--- src/rtl/seven_segment_scan_n.sv ---
// Time-multiplexed driver for DIGITS common-anode seven-segment digits.
// A free-running prescaler sets the slot length. Inputs are captured once per
// frame, so every digit of a frame comes from the same sample. Optional
// leading-zero blanking and 16-level PWM brightness are included.
//
// state (idx) | meaning
// ------------+-----------------------------------------------
// 0           | rightmost digit slot; the new frame snapshot is taken here
// 1..DIGITS-1 | digit slots in increasing significance
// reset value | DIGITS-1, so the first tick wraps into digit 0
module seven_segment_scan_n #(
    parameter int DIGITS = 4,
    parameter int DIV_W  = 17
) (
    input  logic                  clk,
    input  logic                  reset,
    input  logic [4*DIGITS-1:0]   bcd_in,
    input  logic [DIGITS-1:0]     dp_in,
    input  logic                  lz_en,
    input  logic [3:0]            brightness,
    output logic [DIGITS-1:0]     DIGIT,
    output logic [6:0]            DISPLAY,
    output logic                  DP
);

    localparam int IW = (DIGITS > 1) ? $clog2(DIGITS) : 1;

    logic [DIV_W-1:0]    cnt;
    logic [DIV_W-1:0]    cnt_nxt;
    logic [IW-1:0]       idx;
    logic [IW-1:0]       idx_nxt;
    logic                tick;
    logic                wrap;
    logic                active;

    logic [4*DIGITS-1:0] snap_bcd;
    logic [DIGITS-1:0]   snap_dp;
    logic                snap_lz;

    logic [4*DIGITS-1:0] frm_bcd;
    logic [DIGITS-1:0]   frm_dp;
    logic                frm_lz;

    logic [3:0]          dv [DIGITS];
    logic [DIGITS-1:0]   zrun;
    logic [DIGITS-1:0]   sel_nxt;
    logic [3:0]          v_sel;
    logic                blank_sel;
    logic                dp_sel;
    logic                pwm_on;

    // Seven-segment decode, {a..g}, active-low; 10 is a dash, 11..15 are blank.
    function automatic logic [6:0] seg_decode(input logic [3:0] v);
        logic [6:0] s;
        case (v)
            4'd0:    s = 7'b0000001;
            4'd1:    s = 7'b1001111;
            4'd2:    s = 7'b0010010;
            4'd3:    s = 7'b0000110;
            4'd4:    s = 7'b1001100;
            4'd5:    s = 7'b0100100;
            4'd6:    s = 7'b0100000;
            4'd7:    s = 7'b0001111;
            4'd8:    s = 7'b0000000;
            4'd9:    s = 7'b0000100;
            4'd10:   s = 7'b1111110;
            default: s = 7'b1111111;
        endcase
        return s;
    endfunction

    assign cnt_nxt = cnt + DIV_W'(1);
    assign tick    = &cnt;
    assign wrap    = tick && (idx == IW'(DIGITS - 1));
    assign idx_nxt = tick ? (wrap ? '0 : idx + IW'(1)) : idx;

    // On the wrap tick, digit 0 is built from the live inputs being captured.
    assign frm_bcd = wrap ? bcd_in : snap_bcd;
    assign frm_dp  = wrap ? dp_in  : snap_dp;
    assign frm_lz  = wrap ? lz_en  : snap_lz;

    // Brightness is compared against the slot phase the next cycle will have.
    assign pwm_on = (brightness == 4'hF) || (cnt_nxt[DIV_W-1 -: 4] < brightness);

    // Selects the digit value, blanking state and decimal point for the next slot.
    always_comb begin
        zrun      = '0;
        sel_nxt   = '0;
        v_sel     = 4'h0;
        blank_sel = 1'b0;
        dp_sel    = 1'b0;
        for (int k = 0; k < DIGITS; k++) begin
            dv[k] = frm_bcd[4*k +: 4];
        end
        zrun[DIGITS-1] = (dv[DIGITS-1] == 4'h0);
        for (int k = DIGITS - 2; k >= 0; k--) begin
            zrun[k] = (dv[k] == 4'h0) && zrun[k+1];
        end
        for (int k = 0; k < DIGITS; k++) begin
            if (idx_nxt == IW'(k)) begin
                sel_nxt[k] = 1'b1;
                v_sel      = dv[k];
                blank_sel  = frm_lz && (k != 0) && zrun[k];
                dp_sel     = frm_dp[k];
            end
        end
    end

    // Prescaler, slot index and the per-frame input snapshot.
    always_ff @(posedge clk) begin
        if (!reset) begin
            cnt      <= '0;
            idx      <= IW'(DIGITS - 1);
            snap_bcd <= '0;
            snap_dp  <= '0;
            snap_lz  <= 1'b0;
            active   <= 1'b0;
        end else begin
            cnt <= cnt_nxt;
            idx <= idx_nxt;
            if (tick) begin
                active <= 1'b1;
            end
            if (wrap) begin
                snap_bcd <= bcd_in;
                snap_dp  <= dp_in;
                snap_lz  <= lz_en;
            end
        end
    end

    // Pin registers: segments load per slot, the digit enable is re-gated every cycle.
    always_ff @(posedge clk) begin
        if (!reset) begin
            DIGIT   <= '1;
            DISPLAY <= 7'h7F;
            DP      <= 1'b1;
        end else begin
            if (tick) begin
                DISPLAY <= blank_sel ? 7'h7F : seg_decode(v_sel);
                DP      <= ~dp_sel;
            end
            DIGIT <= ((active || tick) && pwm_on) ? ~sel_nxt : '1;
        end
    end

endmodule

--- config.mk ---
export PLATFORM = sky130hd
export DESIGN_NAME = seven_segment_scan_n
export DESIGN_NICKNAME = d
export VERILOG_FILES = /design/src/rtl/seven_segment_scan_n.sv
export SDC_FILE = /design/constraint.sdc
export NUM_CORES = 1
export LEC_CHECK = 0
export CELL_PAD_IN_SITES_DETAIL_PLACEMENT = 1
export CELL_PAD_IN_SITES_GLOBAL_PLACEMENT = 1
export CORE_MARGIN = 3
export CORE_UTILIZATION = 42
export CTS_BUF_LIST = sky130_fd_sc_hd__clkbuf_16
export DETAILED_ROUTE_END_ITERATION = 12
export GPL_ROUTABILITY_DRIVEN = 1
export PLACE_DENSITY = 0.83
export SETUP_SLACK_MARGIN = 0.02
export SYNTH_ARGS = -nofsm -noshare
export SYNTH_HDL_FRONTEND = slang
export SYNTH_SLANG_ARGS = --single-unit
--- constraint.sdc ---
create_clock -name clk -period 4.4 [get_ports clk]
set_input_delay 0.66 -clock clk [delete_from_list [all_inputs] [get_ports clk]]
set_output_delay 0.66 -clock clk [all_outputs]
set_load 0.05 [all_outputs]
==> results of run 1 <==
worst max-delay path, stage by stage (launching register included):
cell and delay (ps):
dfxtp_1 370, ha_1 200, nand3_1 110, nor2_1 180
and2_1 250, and4_1 220, ha_1 580, nand2_8 240
mux2_2 350, o221ai_1 470, inv_1 160, ha_1 230
or2_4 250, mux2i_4 150, a211oi_2 80
layer usage:
layer  part of all wire  wire length [um]  vias up
met3              0.043               301       10
met1               0.48              3420     1144
met4              0.015               109        0
met2               0.46              3220       65
met5                  0                 0        -
li1                   -                 -     1187
registers in the layout, indices dropped and copies added (netlist names):
signal    flops
DIGIT         4
snap_lz       1
snap_dp       4
cnt          17
DISPLAY       7
snap_bcd     16
active        1
idx           2
DP            1
placed cells by master (no fill, tap or decap), types with 6 or more instances in the layout:
cell type	netlist	routed
dfxtp_1	53	53
nand2_1	41	41
clkdlybuf4s50_1	0	38
a21boi_0	18	18
and2_1	17	17
nand3_1	12	12
mux2i_1	12	12
ha_1	12	12
nor2_1	11	11
inv_1	9	10
xnor2_1	8	8
o21ai_0	7	7
nand2b_1	6	6
nor2b_1	6	6
a21oi_1	6	6
nor3_1	6	6
report_power, final:
part,leakage (nW),switching [mW],internal [mW]
Clock,0.0685,0.165,0.204
Combinational,0.900,0.0166,0.0286
Sequential,0.428,0.00211,0.482
Total,1.40,0.183,0.714
cells in the mapped netlist (all sizes together), types with 2 or more instances:
cell type / instances
nand2b: 7
a21oi: 6
mux2: 6
o22ai: 2
buf: 10
nor3b: 2
nand4: 2
o31ai: 2
dfxtp: 53
mux2i: 13
a221oi: 3
o211a: 2
o21a: 3
nor2: 13
o211ai: 3
o32ai: 2
inv: 9
nor4: 4
and4: 4
a21boi: 18
o21ai: 8
a21o: 2
and3: 5
nand2: 42
xor2: 5
xnor2: 8
nor2b: 6
clkbuf: 9
and2: 18
ha: 12
a211oi: 2
or2: 4
nand3b: 2
or3: 2
o2bb2ai: 2
nor3: 6
nand3: 12
final timing paths:
path                   start         end  slack, ps  cells after the start
setup / recovery      cnt[0]  DISPLAY[6]        430                     14
hold / removal    snap_dp[3]  snap_dp[3]        470                      2
setup reg to reg      cnt[0]  DISPLAY[6]        430                     14
hold reg to reg   snap_dp[3]  snap_dp[3]        470                      2
stage by stage:
stage	std cells	hold slack, ps
detailed placement	437	459
global route	444	490
finish	444	465
floorplan	320	437
global placement	437	450
CTS	444	468
area by class of cell:
type                       instances  area share
timing repair buffer              43       0.121
inverter                           9     0.00978
sequential                        53       0.307
multi-input combinational        239       0.490
tap                               93      0.0337
clock inverter                     2     0.00217
clock buffer                       5      0.0362
cell families after synthesis:
family          synth area share
compound gates             0.157
xor+xnor                  0.0388
fa+ha+maj                 0.0511
buf+inv                   0.0618
flops                      0.361
mux                       0.0806
simple gates               0.249
==> results.txt, run 1 <==
Run status: finished, final reports clean
Die Y: 89.6 um
FF+latch count, synth: 53
Longest Clk Path Bufs: 2
Synth top area share: 0.361
CP Max Fanout: 20
Design area: 0.00345 mm^2
Vias per cell: 5.42
Final-report hold violation count: 0
Share of cells above drive strength 1: 0.0855
GRT overflow: 0
Tot GR Track Use: 0.187
Post-synth EDFFs: 0
CP arrival: 4130 ps
Req. time, crit path: 4560 ps
H-tree depth: 2
Via count: 2406
Setup slack after layout: 432 ps
Fin util: 0.526
Synthesized area per cell: 9.17 um^2
RSZ-0062 raised after global routing: no
Cell area after synthesis: 0.00294 mm^2
Worst slew pin tran: 703 ps
Io pins: 39
Vias in the first global route: 2408
M2 GR Usage: 0.300
Largest area contributor in the netlist: dfxtp_1
Fillers: 767
Synth Flop Type: dfxtp_1
Clk_lat worst skew: 290 ps
CP Launch Type: register
Ys async rst share: 0
Tmin final: 3970 ps
Pre-CTS setup slack: 474 ps
Total Power: 0.898 mW
Hold Buf Count CTS: 0
Initial antenna violation count: 0
Setup TNS: 0 ps
Core box area: 0.00657 mm^2
CTS Buf Count: 5
Drt first pass iters: 4
Met1 Resource Use GR: 0.256
Top Usage Layer GRT: met2
Drt drc: 0
Antenna fix cells: 0
Die width: 89.6 um
Routed WL: 7.05 mm
Root Buffer: clkbuf_16
DP HPWL: 5.13 mm
CP endpoint kind: register
Area occupied by registers: 0.00106 mm^2
GRT met3 Usage: 0.0374
Die ar.: 0.00803 mm^2
Cell Rows: 29
Syn nets: 359
Count of final setup violators: 0
Multi-input logic area: 0.00169 mm^2
Wire per inst: 15.9 um
Post-CTS Setup Bufs: 0
Post-synthesis sequential area ratio: 0.361
Synth Instances: 320
Largest net degree at the start of global routing: 47
GPL Wtd Cong: 0.834
Yosys warns: 0
DR iter-0 viols: 104
Netlist cell types: 63
Fin crit share: 0.902
Clock transition at path regs: 70 ps
Placed Area: 0.00332 mm^2
Area growth syn-to-layout: 17.7%
Final Slew Violations: 0
CTS tree: yes
Rel. slew slack: 0.528
Post-DRT Antenna Nets: 0
Final net count: 390
Crit Path Class: reg2reg
MaxCap Viol Count: 0
Power Density: 260 mW/mm^2
Clock sink count: 53
First-pass GRT wire length: 11.8 mm
Lkg Pwr: 1.40 nW
IO buf count: 38
Ranking of synthesized cells by area: dfxtp_1, nand2_1, ha_1
Max VDD drop: 0.000165 V
Initial core utilization: 0.447
Max Freq: 252 MHz
Worst min path class: reg2reg
Max Clock Skew: 6.43 ps
Post_cts resized: 0
Power figures use the tool's default switching activity.
==> run 2: changes to the inputs <==
- CORE_MARGIN: 3 -> 10
==> results.txt, run 2 (synthesized netlist as in run 1, its figures left out) <==
IO buf count: 38
Share of cells above drive strength 1: 0.0855
Tmin final: 3790 ps
Initial core utilization: 0.432
Setup slack after layout: 605 ps
Area growth syn-to-layout: 18.6%
Vias in the first global route: 2577
Longest Clk Path Bufs: 2
Largest net degree at the start of global routing: 47
Internal power: 0.775 mW
Req. time, crit path: 4560 ps
Flop2flop setup slack: 610 ps
MaxCap Viol Count: 0
Run status: finished, final reports clean
CP endpoint kind: register
Placed Area: 0.00332 mm^2
Final Slew Violations: 0
Critical path's most frequent cell: ha_1
Clock sink count: 53
Clock share of power: 0.448
Fin crit share: 0.862
Commonest non-fill, non-tap cell in the layout: dfxtp_1
CTS tree: yes
Vias per cell: 5.30
Largest Register: cnt
Cell Rows: 30
Worst hold slack: 465 ps
DR iter-0 viols: 110
Most frequent cells in the layout: dfxtp_1, nand2_1, clkdlybuf4s50_1
Worst slew pin tran: 889 ps
CP peak stage delay: 520 ps
CTS Buf Count: 5
Routed WL: 7.45 mm
Tot GR Track Use: 0.139
Die width: 104 um
Hold Buf Count CTS: 0
Max VDD drop: 0.000151 V
RSZ-0062 raised after global routing: no
Root Buffer: clkbuf_16
Count of final setup violators: 0
Initial antenna violation count: 0
Sequential power share: 0.504
Io pins: 39
Crit path max-delay cell type: o221ai_1
CP arrival: 3950 ps
Max Freq: 264 MHz
Post-DRT Antenna Nets: 0
Via count: 2370
Die Y: 104 um
Drt first pass iters: 4
Die ar.: 0.0107 mm^2
Pre-CTS setup slack: 659 ps
Rel. slew slack: 0.407
Clock transition at path regs: 70 ps
H-tree depth: 2
Switch share: 0.193
Comb power frac: 0.047
Post-CTS Setup Bufs: 0
CP cell instances: ha_1 > nand3_1 > nor2_1 > and2_1 > and4_1 > ha_1 > buf_4 > nor2b_1 > a21oi_1 > o221ai_1 > inv_1 > ha_1 > or2_4 > mux2i_4 > a211oi_2
Setup TNS: 0 ps
Regs by FF count: cnt x17, snap_bcd x16, DISPLAY x7
Final-report hold violation count: 0
Lkg Pwr: 1.41 nW
CP Max Fanout: 30
First-pass GRT wire length: 12.7 mm
Post_cts resized: 0
Crit Path Class: reg2reg
Max reg flops: 17
P_sw: 0.185 mW
Final net count: 389
Power Density: 276 mW/mm^2
Core box area: 0.00679 mm^2
Wire per inst: 16.7 um
Clk_lat worst skew: 290 ps
Antenna fix cells: 0
Max Clock Skew: 6.70 ps
GPL Wtd Cong: 0.810
DP HPWL: 5.50 mm
GRT overflow: 0
CP Launch Type: register
Total Power: 0.960 mW
Drt drc: 0
Design area: 0.00348 mm^2
Worst min path class: reg2reg
-- run 2: cell types whose count changed in the layout (fill, tap and decap cells not counted), sizes merged --
cell,change
buf,-1
bufinv,+1
-- run 2: layout make-up --
cell class              count  area (um^2)
fillers                   771         3310
multi-input cells         239         1690
flip-flops and latches     53         1060
repair buffers             42          410
clock buffers               5          125
well taps                  96          120
clock inverters             3         37.5
inverters                   9         33.8
-- run 2: per-layer routing --
metal / up-vias / global-route usage / share of wire
met5: - / 0 / 0
met4: 0 / 0.0494 / 0.015
met3: 8 / 0.0297 / 0.034
met2: 36 / 0.246 / 0.51
met1: 1145 / 0.160 / 0.44
li1: 1181 / - / -
-- run 2: critical path, delay by kind of cell (launching register included) --
kind | cells | cell delay (ps)
AO/OA/AOI/OAI | 3 | 700
flip-flops | 1 | 380
adder cells (fa/ha/maj) | 3 | 600
buffers and inverters | 2 | 470
multiplexers | 1 | 150
AND/OR/NAND/NOR | 6 | 1350
-- run 2: stage by stage --
stage / utilization / std cells
2_1_floorplan: - / 320
3_3_place_gp: 0.488 / 439
3_5_place_dp: 0.488 / 439
4_1_cts: 0.512 / 447
5_1_grt: 0.512 / 447
6_report: 0.512 / 447
-- run 2: path summary, 6_finish.rpt --
kind / cells past startpoint / startpoint / end
setup / recovery: 15 / cnt[0] / DISPLAY[6]
hold / removal: 2 / snap_dp[0] / snap_dp[0]
setup reg to reg: 15 / cnt[0] / DISPLAY[6]
hold reg to reg: 2 / snap_dp[0] / snap_dp[0]
-- run 2: power by group through the flow --
stage          sequential (mW)  combinational [mW]  clock (mW)
3_3_place_gp             0.495              0.0449           0
5_1_grt                  0.484              0.0495       0.469
2_1_floorplan            0.495              0.0149           0
3_5_place_dp             0.495              0.0458           0
6_report                 0.484              0.0456       0.430
4_1_cts                  0.484              0.0462       0.443
==> run 3: changes to the inputs <==
- clock period: 4.4 -> 4.2 ns (I/O delays scaled with it)
==> results.txt, run 3 (synthesized netlist as in run 1, its figures left out) <==
Die ar.: 0.0107 mm^2
Vias in the first global route: 2612
Count of final setup violators: 0
Setup slack after layout: 408 ps
Drt drc: 0
Area growth syn-to-layout: 18.7%
Final Slew Violations: 0
Most frequent cells in the layout: dfxtp_1, nand2_1, clkdlybuf4s50_1
Core box area: 0.00679 mm^2
Final Non-Filler Cells: 450
Via count: 2415
CTS Buf Count: 5
Power Density: 270 mW/mm^2
Max VDD drop: 0.000121 V
Setup TNS: 0 ps
Wire per inst: 17.1 um
Post-DRT Antenna Nets: 0
First-pass GRT wire length: 13.0 mm
Fillers: 791
Post-placement cell count: 443
Tmin final: 3790 ps
Met3 wire length: 349 um
Share of cells above drive strength 1: 0.0960
DR iter-0 viols: 108
Largest Register: cnt
CP arrival: 3960 ps
H-tree depth: 2
Post-CTS Setup Bufs: 0
Worst min path class: reg2reg
Root Buffer: clkbuf_16
Clk_lat worst skew: 290 ps
CP Max Fanout: 18
CP cell instances: ha_1 > nand3_1 > nor2_1 > and2_1 > and4_1 > ha_2 > a21boi_0 > o22ai_1 > and4_1 > inv_1 > ha_1 > inv_1 > a221oi_1 > o21ai_1
Max Clock Skew: 5.95 ps
Hold Buf Count CTS: 0
MaxCap Viol Count: 0
Lkg Pwr: 1.41 nW
CP peak stage delay: 460 ps
Final net count: 393
Die Y: 104 um
Tot GR Track Use: 0.144
Clock transition at path regs: 70 ps
Commonest non-fill, non-tap cell in the layout: dfxtp_1
Post_cts resized: 0
GRT overflow: 0
CTS tree: yes
Met2 routed WL: 3.90 mm
Die width: 104 um
DP HPWL: 5.83 mm
Run status: finished, final reports clean
Initial antenna violation count: 0
Antenna fix cells: 0
Io pins: 39
Top sig layer: met4
Largest net degree at the start of global routing: 28
Routed WL: 7.69 mm
Crit path max-delay cell type: and4_1
RSZ-0062 raised after global routing: no
Worst slew pin tran: 728 ps
Pre-CTS setup slack: 201 ps
Max reg flops: 17
Fin crit share: 0.903
IO buf count: 38
WL met1: 3.34 mm
Cell Rows: 30
Final-report hold violation count: 0
Req. time, crit path: 4370 ps
CP Launch Type: register
Drt first pass iters: 4
Longest Clk Path Bufs: 2
Max Freq: 264 MHz
Vias per cell: 5.37
Crit Path Class: reg2reg
GPL Wtd Cong: 0.861
Rel. slew slack: 0.511
Clock sink count: 53
Fin util: 0.513
Regs by FF count: cnt x17, snap_bcd x16, DISPLAY x7
CP endpoint kind: register
Initial core utilization: 0.432
==> run 3: area by class of cell <==
cell class / instances / area, um^2 / share of cell area
clock buffers: 5 / 125 / 0.0359
repair buffers: 46 / 440 / 0.126
inverters: 9 / 33.8 / 0.00970
flip-flops and latches: 53 / 1060 / 0.305
clock inverters: 2 / 7.51 / 0.00216
multi-input cells: 239 / 1700 / 0.487
well taps: 96 / 120 / 0.0345
==> run 3: worst paths after layout <==
path / start / to / slack, ps / cells past startpoint
worst max-delay path: cnt[0] / DISPLAY[5] / 410 / 14
worst min-delay path: snap_dp[2] / snap_dp[2] / 470 / 2
worst max register to register: cnt[0] / DISPLAY[5] / 410 / 14
worst min register to register: snap_dp[2] / snap_dp[2] / 470 / 2
==> run 3: critical path, delay by kind of cell (launching register included) <==
kind,cells,cell delay (ps)
AO/OA/AOI/OAI,4,840
buffers and inverters,2,230
flip-flops,1,370
AND/OR/NAND/NOR,5,1260
adder cells (fa/ha/maj),3,980
==> run 3: stage by stage <==
stage	total power, mW	instance area [um^2]	hold slack, ps
final	0.940	3480	467
after CTS	0.953	3480	475
after floorplan	0.534	2940	437
after global placement	0.565	3350	449
after detailed placement	0.567	3350	463
after global routing	0.973	3480	505
==> run 3: where the power goes <==
group          switching (mW)  leakage, nW  internal (mW)
combinational          0.0181        0.912         0.0299
sequential            0.00226        0.428          0.505
clock                   0.171       0.0685          0.214
total                   0.192         1.41          0.748
==> run 3: routing by layer <==
layer  track usage  vias to the layer above
met2         0.250                       47
met4        0.0474                        0
met5             0                        -
met3        0.0359                        8
met1         0.167                     1165
li1              -                     1195
